## config.mk

```make
export PLATFORM = sky130hd
export DESIGN_NAME = ahb_lite_master_arbiter
export DESIGN_NICKNAME = d
export VERILOG_FILES = /design/src/rtl/ahb_lite_master_arbiter.sv
export SDC_FILE = /design/constraint.sdc
export NUM_CORES = 1
export LEC_CHECK = 0
export ABC_AREA = 1
export BUFFER_PORTS_ARGS = -buffer_cell sky130_fd_sc_hd__buf_2
export CAP_MARGIN = 10
export CORE_MARGIN = 8
export CORE_UTILIZATION = 53
export DETAILED_ROUTE_END_ITERATION = 8
export GPL_TIMING_DRIVEN = 0
export PLACE_DENSITY = 0.85
export SLEW_MARGIN = 30
export SYNTH_ARGS = -nofsm -noshare
export SYNTH_HDL_FRONTEND = slang
export SYNTH_SLANG_ARGS = --single-unit
```

## constraint.sdc

```tcl
create_clock -name clk -period 13.9 [get_ports clk]
set_input_delay 1.39 -clock clk [delete_from_list [all_inputs] [get_ports clk]]
set_output_delay 1.39 -clock clk [all_outputs]
set_load 0.1 [all_outputs]
```

## src/rtl/ahb_lite_master_arbiter.sv

```systemverilog
// AHB-Lite master front end: arbitrates N requesters onto one master port.
// SINGLE transfers only, with overlapped address and data phases.
module ahb_lite_master_arbiter #(
    parameter int N_PORTS  = 2,
    parameter int ADDR_W   = 32,
    parameter int DATA_W   = 32,
    parameter int ARB_MODE = 0
) (
    input  logic                       clk,
    input  logic                       reset,
    input  logic [N_PORTS-1:0]         req_valid,
    output logic [N_PORTS-1:0]         req_ready,
    input  logic [N_PORTS*ADDR_W-1:0]  req_addr,
    input  logic [N_PORTS-1:0]         req_write,
    input  logic [N_PORTS*3-1:0]       req_size,
    input  logic [N_PORTS*4-1:0]       req_prot,
    input  logic [N_PORTS*DATA_W-1:0]  req_wdata,
    output logic [N_PORTS-1:0]         rsp_valid,
    output logic [N_PORTS*DATA_W-1:0]  rsp_rdata,
    output logic [N_PORTS-1:0]         rsp_err,
    output logic [ADDR_W-1:0]          HADDR,
    output logic [2:0]                 HBURST,
    output logic                       HMASTLOCK,
    output logic [3:0]                 HPROT,
    output logic [2:0]                 HSIZE,
    output logic [1:0]                 HTRANS,
    output logic [DATA_W-1:0]          HWDATA,
    output logic                       HWRITE,
    input  logic [DATA_W-1:0]          HRDATA,
    input  logic                       HREADY,
    input  logic                       HRESP
);

    localparam int PW = (N_PORTS > 1) ? $clog2(N_PORTS) : 1;

    logic              as_valid;
    logic [PW-1:0]     as_owner;
    logic [ADDR_W-1:0] as_addr;
    logic              as_write;
    logic [2:0]        as_size;
    logic [3:0]        as_prot;
    logic [DATA_W-1:0] as_wdata;

    logic              ds_valid;
    logic [PW-1:0]     ds_owner;
    logic              ds_write;
    logic [DATA_W-1:0] ds_wdata;

    logic              cancel;
    logic [PW-1:0]     rr_ptr;

    logic              adv;
    logic              slot_free;
    logic              found;
    logic              acc;
    logic [PW-1:0]     win;
    int                idx;

    assign adv       = HREADY && !HRESP && !cancel;
    assign slot_free = !as_valid || adv;
    assign acc       = found && slot_free;

    assign HADDR     = as_addr;
    assign HWRITE    = as_write;
    assign HSIZE     = as_size;
    assign HPROT     = as_prot;
    assign HTRANS    = (as_valid && !cancel) ? 2'b10 : 2'b00;
    assign HWDATA    = ds_wdata;
    assign HBURST    = 3'b000;
    assign HMASTLOCK = 1'b0;

    // Pick the winning requester and raise its ready when the slot can take it.
    always_comb begin
        found     = 1'b0;
        win       = '0;
        idx       = 0;
        req_ready = '0;
        if (ARB_MODE == 0) begin
            for (int i = N_PORTS - 1; i >= 0; i--) begin
                if (req_valid[i]) begin
                    found = 1'b1;
                    win   = PW'(i);
                end
            end
        end else begin
            for (int k = 1; k <= N_PORTS; k++) begin
                idx = (int'(rr_ptr) + k) % N_PORTS;
                if (!found && req_valid[idx]) begin
                    found = 1'b1;
                    win   = PW'(idx);
                end
            end
        end
        if (acc) begin
            req_ready[win] = 1'b1;
        end
    end

    // Address slot: reload on phase advance, or fill when empty.
    always_ff @(posedge clk or posedge reset) begin
        if (reset) begin
            as_valid <= 1'b0;
            as_owner <= '0;
            as_addr  <= '0;
            as_write <= 1'b0;
            as_size  <= '0;
            as_prot  <= '0;
            as_wdata <= '0;
            rr_ptr   <= PW'(N_PORTS - 1);
        end else if (slot_free) begin
            as_valid <= acc;
            if (acc) begin
                as_owner <= win;
                as_addr  <= req_addr[int'(win)*ADDR_W +: ADDR_W];
                as_write <= req_write[win];
                as_size  <= req_size[int'(win)*3 +: 3];
                as_prot  <= req_prot[int'(win)*4 +: 4];
                as_wdata <= req_wdata[int'(win)*DATA_W +: DATA_W];
                rr_ptr   <= win;
            end
        end
    end

    // Data slot and cancel flag: advance, hold on wait, drop after an error.
    always_ff @(posedge clk or posedge reset) begin
        if (reset) begin
            ds_valid <= 1'b0;
            ds_owner <= '0;
            ds_write <= 1'b0;
            ds_wdata <= '0;
            cancel   <= 1'b0;
        end else begin
            cancel <= HRESP && !HREADY;
            if (adv) begin
                ds_valid <= as_valid;
                ds_owner <= as_owner;
                ds_write <= as_write;
                ds_wdata <= as_wdata;
            end else if (HREADY) begin
                ds_valid <= 1'b0;
            end
        end
    end

    // Per-port response pulse when the data phase completes.
    always_ff @(posedge clk or posedge reset) begin
        if (reset) begin
            rsp_valid <= '0;
            rsp_rdata <= '0;
            rsp_err   <= '0;
        end else begin
            rsp_valid <= '0;
            if (HREADY && ds_valid) begin
                rsp_valid[ds_owner] <= 1'b1;
                rsp_err[ds_owner]   <= HRESP;
                rsp_rdata[int'(ds_owner)*DATA_W +: DATA_W] <=
                    ds_write ? '0 : HRDATA;
            end
        end
    end

endmodule

```

Yosys cells after proc, flatten, opt, wreduce, memory -nomap -nowiden. Cells that the tools add are included. W data, S select, Z words.

Register bits after elaboration: 178. Latch bits: 0. RAM bits: 0. ROM bits: 0. Input bits: 182. Output and inout bits: 148. Word-level logic and storage cells: 59. Memories: 0.

$add $sub $neg: 1. Multiply operators: 1. Div/mod/pow operators: 0. Order comparisons: 4. Equal/unequal tests: 0. Shift operators: 6. Multiplexer cells: 17. Bitwise gates (word level): 0. Reduce and logical (&&, ||, !) cells: 15.

Operators with widths (count): $shiftx A64 B7 Y32 (2); $bwmux W64 (1); $shift A32 B33 Y64 const A (1); $shiftx A32 B33 Y64 (1); $neg A6 Y33 (1); $mux W32 (1); $mux W1 (9); $logic_and A1 B1 Y1 (8); $shiftx A8 B4 Y4 (1); $mux W2 (3); $shiftx A6 B4 Y3 (1); $logic_not A1 Y1 (4); $lt A1 B2 Y1 const B (2); $mul A1 B2 Y3 const B (1); $bwmux W2 (1); $demux W1 S1 (2); $ge A1 B1 Y1 const B (2); $reduce_and A2 Y1 (1); $reduce_bool A2 Y1 (1); $logic_or A1 B1 Y1 (1).

Depth between registers and ports, before layout.
Depth after elaboration: 7. Mapped depth: 8. Depth with buffers taken out: 6.

Worst setup path after synthesis. No wires, ideal clock.

Path type: input to output. Start: in req_valid[1]. End: out req_ready[0]. Arrival time: 3.249 ns. Data required time: 12.510 ns. Path slack: 9.261 ns. Stages: 5. Buffers on the path: 2. Path through: buf_2 > nand2_1 > buf_2 > inv_1 > nor2_1.

Longest elaborated chain between the ends: 7. Elaborated cells on any way between the ends: 10. Those cells by class: order compare (2); mux (6); reduce/logical (2).

Ends and longest elaborated chain: start: declaration (line 11) `input logic [N_PORTS-1:0] req_valid,`; $mux W1 (*) (line 80) `if (req_valid[i]) begin`; $mux W1 (line 80); $lt A1 B2 Y1 (implied by the code) or $ge A1 B1 Y1 (tied branches) (line 95) `req_ready[win] = 1'b1;`; $logic_and A1 B1 Y1 (implied by the code) (line 95); $mux W1 (implied by the code) (line 95); $demux W1 S1 (line 95); $mux W2 (*) (line 94) `if (acc) begin`; end: declaration (line 12) `output logic [N_PORTS-1:0] req_ready,`.

Every way passes the cells marked *; elsewhere a longest branch is shown, timed or not.

Final worst setup path.
Start: in HRESP. End: out req_ready[1].

Longest elaborated chain between the ends: 6.

Ends and longest elaborated chain: start: declaration (line 31) `input logic HRESP`; $logic_not A1 Y1 (line 59) `assign adv = HREADY && !HRESP && !cancel;`; $logic_and A1 B1 Y1 (2 in a row) (line 59); $logic_or A1 B1 Y1 (line 60) `assign slot_free = !as_valid || adv;`; $logic_and A1 B1 Y1 (line 61) `assign acc = found && slot_free;`; $mux W2 (line 94).

No other way between the ends.

==> impl_metrics.csv <==
group,metric,value,unit
die,initial_core_util,54.0,%
critical_path,crit_fanout,10,
critical_path,startpoint,"HRESP",
global_routing,grt_max_degree,96,
yosys,yosys.area.top_type_share,54.5,%
yosys,synthMuxAreaShare,0,%
global_routing,grt_pass1_wl,41400,um
critical_path,r2r_cells,7,
final_layout,layout_commonest_cell,"nand2_1",
die,fp.coreArea,15100,um2
yosys,avgSynthCellArea,7.61,um2
critical_path,worst-path-buf-inv,6,
place,place_ws,9.35,ns
place,io_buffers,324,
timing,finalSetupViolations,0,
cts,cts-root-buf,"clkbuf_16",
die,fp-row-count,45,
cts,clkLatencyLatePin,0.43,ns
timing,tns,0,ns
final_layout,drive_gt1_share,27.6,%
final_layout,nNetsFinal,1605,
timing,relSlewSlack,58.0,%
timing,worst_slew_pin_slew,0.630,ns
global_routing,overflow,0,
timing,period_needed,4.58,ns
yosys,synth-edff-count,0,
yosys,synth_fa_ha_area_share,0,%
cts,holdBufCountCts,0,
global_routing,antenna_found_initial,3,
timing,fin_crit_sh,32.9,%
detailed_routing,drc,0,
critical_path,reg2reg_slack,12.26,ns
global_routing,grt_use_total,26.4,%
place,gp_congestion,0.846,
min_path,hp-class,"reg -> reg",
detailed_routing,dr_total_vias,8214,
yosys,synth_top_family_by_area,"simple AND/OR/NAND/NOR gates",
global_routing,grt_pass1_vias,8236,
timing,fmax,218,MHz
timing,drv_slew,0,
timing,timing_hold_violations_final,0,
cts,cts_sinks,178,
min_path,hold_start,"HADDR[29]$_DFFE_PP0P_",
detailed_routing,first_pass_iters,5,
cts,cts_tree,"yes",
critical_path,worst_ep_required_time,12.51,ns
die,die_x,140,um
detailed_routing,postRouteAntennaNets,0,
cts,htreeDepth,4,
critical_path,cpMostUsedCell,"buf_2",
yosys,synth_cells,1075,
final_layout,fill_cells,1247,
detailed_routing,vias_per_cell,5.05,
final_layout,area_growth_syn_to_layout,30.8,%
critical_path,crit_cells,9,
detailed_routing,wirelength,26100,um
critical_path,max_stage_delay,0.42,ns
yosys,synth_top_area_cell,"dfrtp_1",
place,dp_hpwl,20100,um
yosys,synthSimpleGateAreaFrac,33.3,%
critical_path,path_class,"in -> out",
yosys,yosys_register_bits,178,
timing,rsz0062_at_grt,"no",
final_layout,mostFrequentLayoutCells,"nand2_1, buf_2, dfrtp_1, nand3_1, inv_1",
die,io_pins,330,
job,drv_cap,0,
die,dieHeight,140,um
yosys,synth_compound_area_share,4.27,%
critical_path,crit_family,"buffers and inverters",
timing,worst_slack,9.32,ns
cts,post-cts-setup-buffers,0,
final_layout,regArea,4450,um2
place,dpl.cell_count,1592,
cts,ctsResizeCount,0,
die,dieArea,19700,um2
critical_path,crit_arrival,3.19,ns
run_status,outcome,"finished clean",
cts,numCtsBuffers,17,
critical_path,critPathCaptureType,"output port",
cts,clk_pin_slew,0.07,ns
critical_path,crit_chain,"buf_2 -> inv_1 -> nand3_2 -> nand2_1 -> buf_4 -> buf_2 -> nand2_1 -> inv_1 -> buf_2",
final_layout,fin_cells,1627,
critical_path,reg2reg_to,"as_owner$_DFFE_PP0P_",
timing,fin_skew,0.00775,ns
yosys,ys_async_sr_fraction,100,%
yosys,yosys-top-cells-area,"dfrtp_1, nand2_1, nand3_1",
yosys,synth_area,8180,um2
yosys,synthFlopType,"dfrtp_1",
critical_path,startpoint_type,"primary input",
yosys,ys_types,19,
final_layout,multi_input_area,3090,um2
timing,holdWs,0.467,ns
detailed_routing,dr.first_iter.drc_count,482,
detailed_routing,wl_per_cell,16.0,um
yosys,synth_xor_xnor_area_share,0,%
yosys,yosys_warnings,0,
critical_path,critPathSlowestCell,"buf_2",
critical_path,endpoint,"req_ready[1]",
yosys,synth_seq_area_share,54.5,%
critical_path,r2r-start,"cancel$_DFF_PP0_",
cts,clockBufferDepth,2,
per-layer routing:
| layer | part of all wire [%] | global-route usage (%) | up-vias |
|---|---|---|---|
| li1 | - | - | 4029 |
| met1 | 38 | 29.8 | 3747 |
| met2 | 50 | 45.2 | 382 |
| met3 | 9.1 | 7.58 | 54 |
| met4 | 3.0 | 13.1 | 2 |
| met5 | 0.046 | 0 | - |
sequential cells by signal, summed over array words and instances (netlist names):
name and cells:
as_valid 1, HWRITE 1, HWDATA 32, HPROT 4, rsp_err 2, as_wdata 32, as_owner 1, ds_write 1
HADDR 32, cancel 1, HSIZE 3, ds_valid 1, ds_owner 1, rsp_rdata 64, rsp_valid 2
layout make-up:
| class | instances | area share (%) |
|---|---|---|
| Inverter | 75 | 2.70 |
| Sequential cell | 178 | 41.6 |
| Clock buffer | 23 | 4.66 |
| Clock inverter | 8 | 0.947 |
| Multi-Input combinational cell | 749 | 28.9 |
| Buffer | 77 | 3.42 |
| Timing Repair Buffer | 325 | 15.4 |
| Tap cell | 188 | 2.20 |
| Antenna cell | 4 | 0.0936 |
through the flow:
step                      instance area [um2]  util (%)
after CTS                               10700      70.6
after detailed placement                10100      66.6
after global routing                    10700      70.6
final                                   10700      70.6
after floorplan                          8200         -
after global placement                  10100      66.4
worst min path at each step:
| stage | to | slack [ns] | cells after the start |
|---|---|---|---|
| floorplan | as_wdata[0]$_DFFE_PP0P_ | 0.44 | 2 |
| global placement | HADDR[29]$_DFFE_PP0P_ | 0.45 | 2 |
| detailed placement | HADDR[29]$_DFFE_PP0P_ | 0.45 | 2 |
| CTS | HADDR[29]$_DFFE_PP0P_ | 0.47 | 2 |
| global route | HADDR[30]$_DFFE_PP0P_ | 0.48 | 2 |
| finish | HADDR[29]$_DFFE_PP0P_ | 0.47 | 2 |
cell usage after synthesis, types with 3 or more instances:
master / n
buf_2: 25
nand2_1: 491
buf_4: 12
buf_1: 3
inv_1: 73
nand3_1: 145
o21ai_0: 66
clkbuf_1: 37
dfrtp_1: 178
nor2_1: 36
kinds of logic after synthesis:
logic type / count (synthesis)
DFF: 178
buffers and inverters: 152
and+or+nand+nor: 675
other: 1
AOI/OAI and AO/OA: 69
worst register-to-register path: cells and delay by family, from the launching register on:
kind | cells | cell delay [ns]
DFF | 1 | 0.37
buffers and inverters | 3 | 0.55
and+or+nand+nor | 4 | 0.66
Power is not shown: default switching activity piles up to over one toggle a cycle in this logic, so the estimate is an artifact.
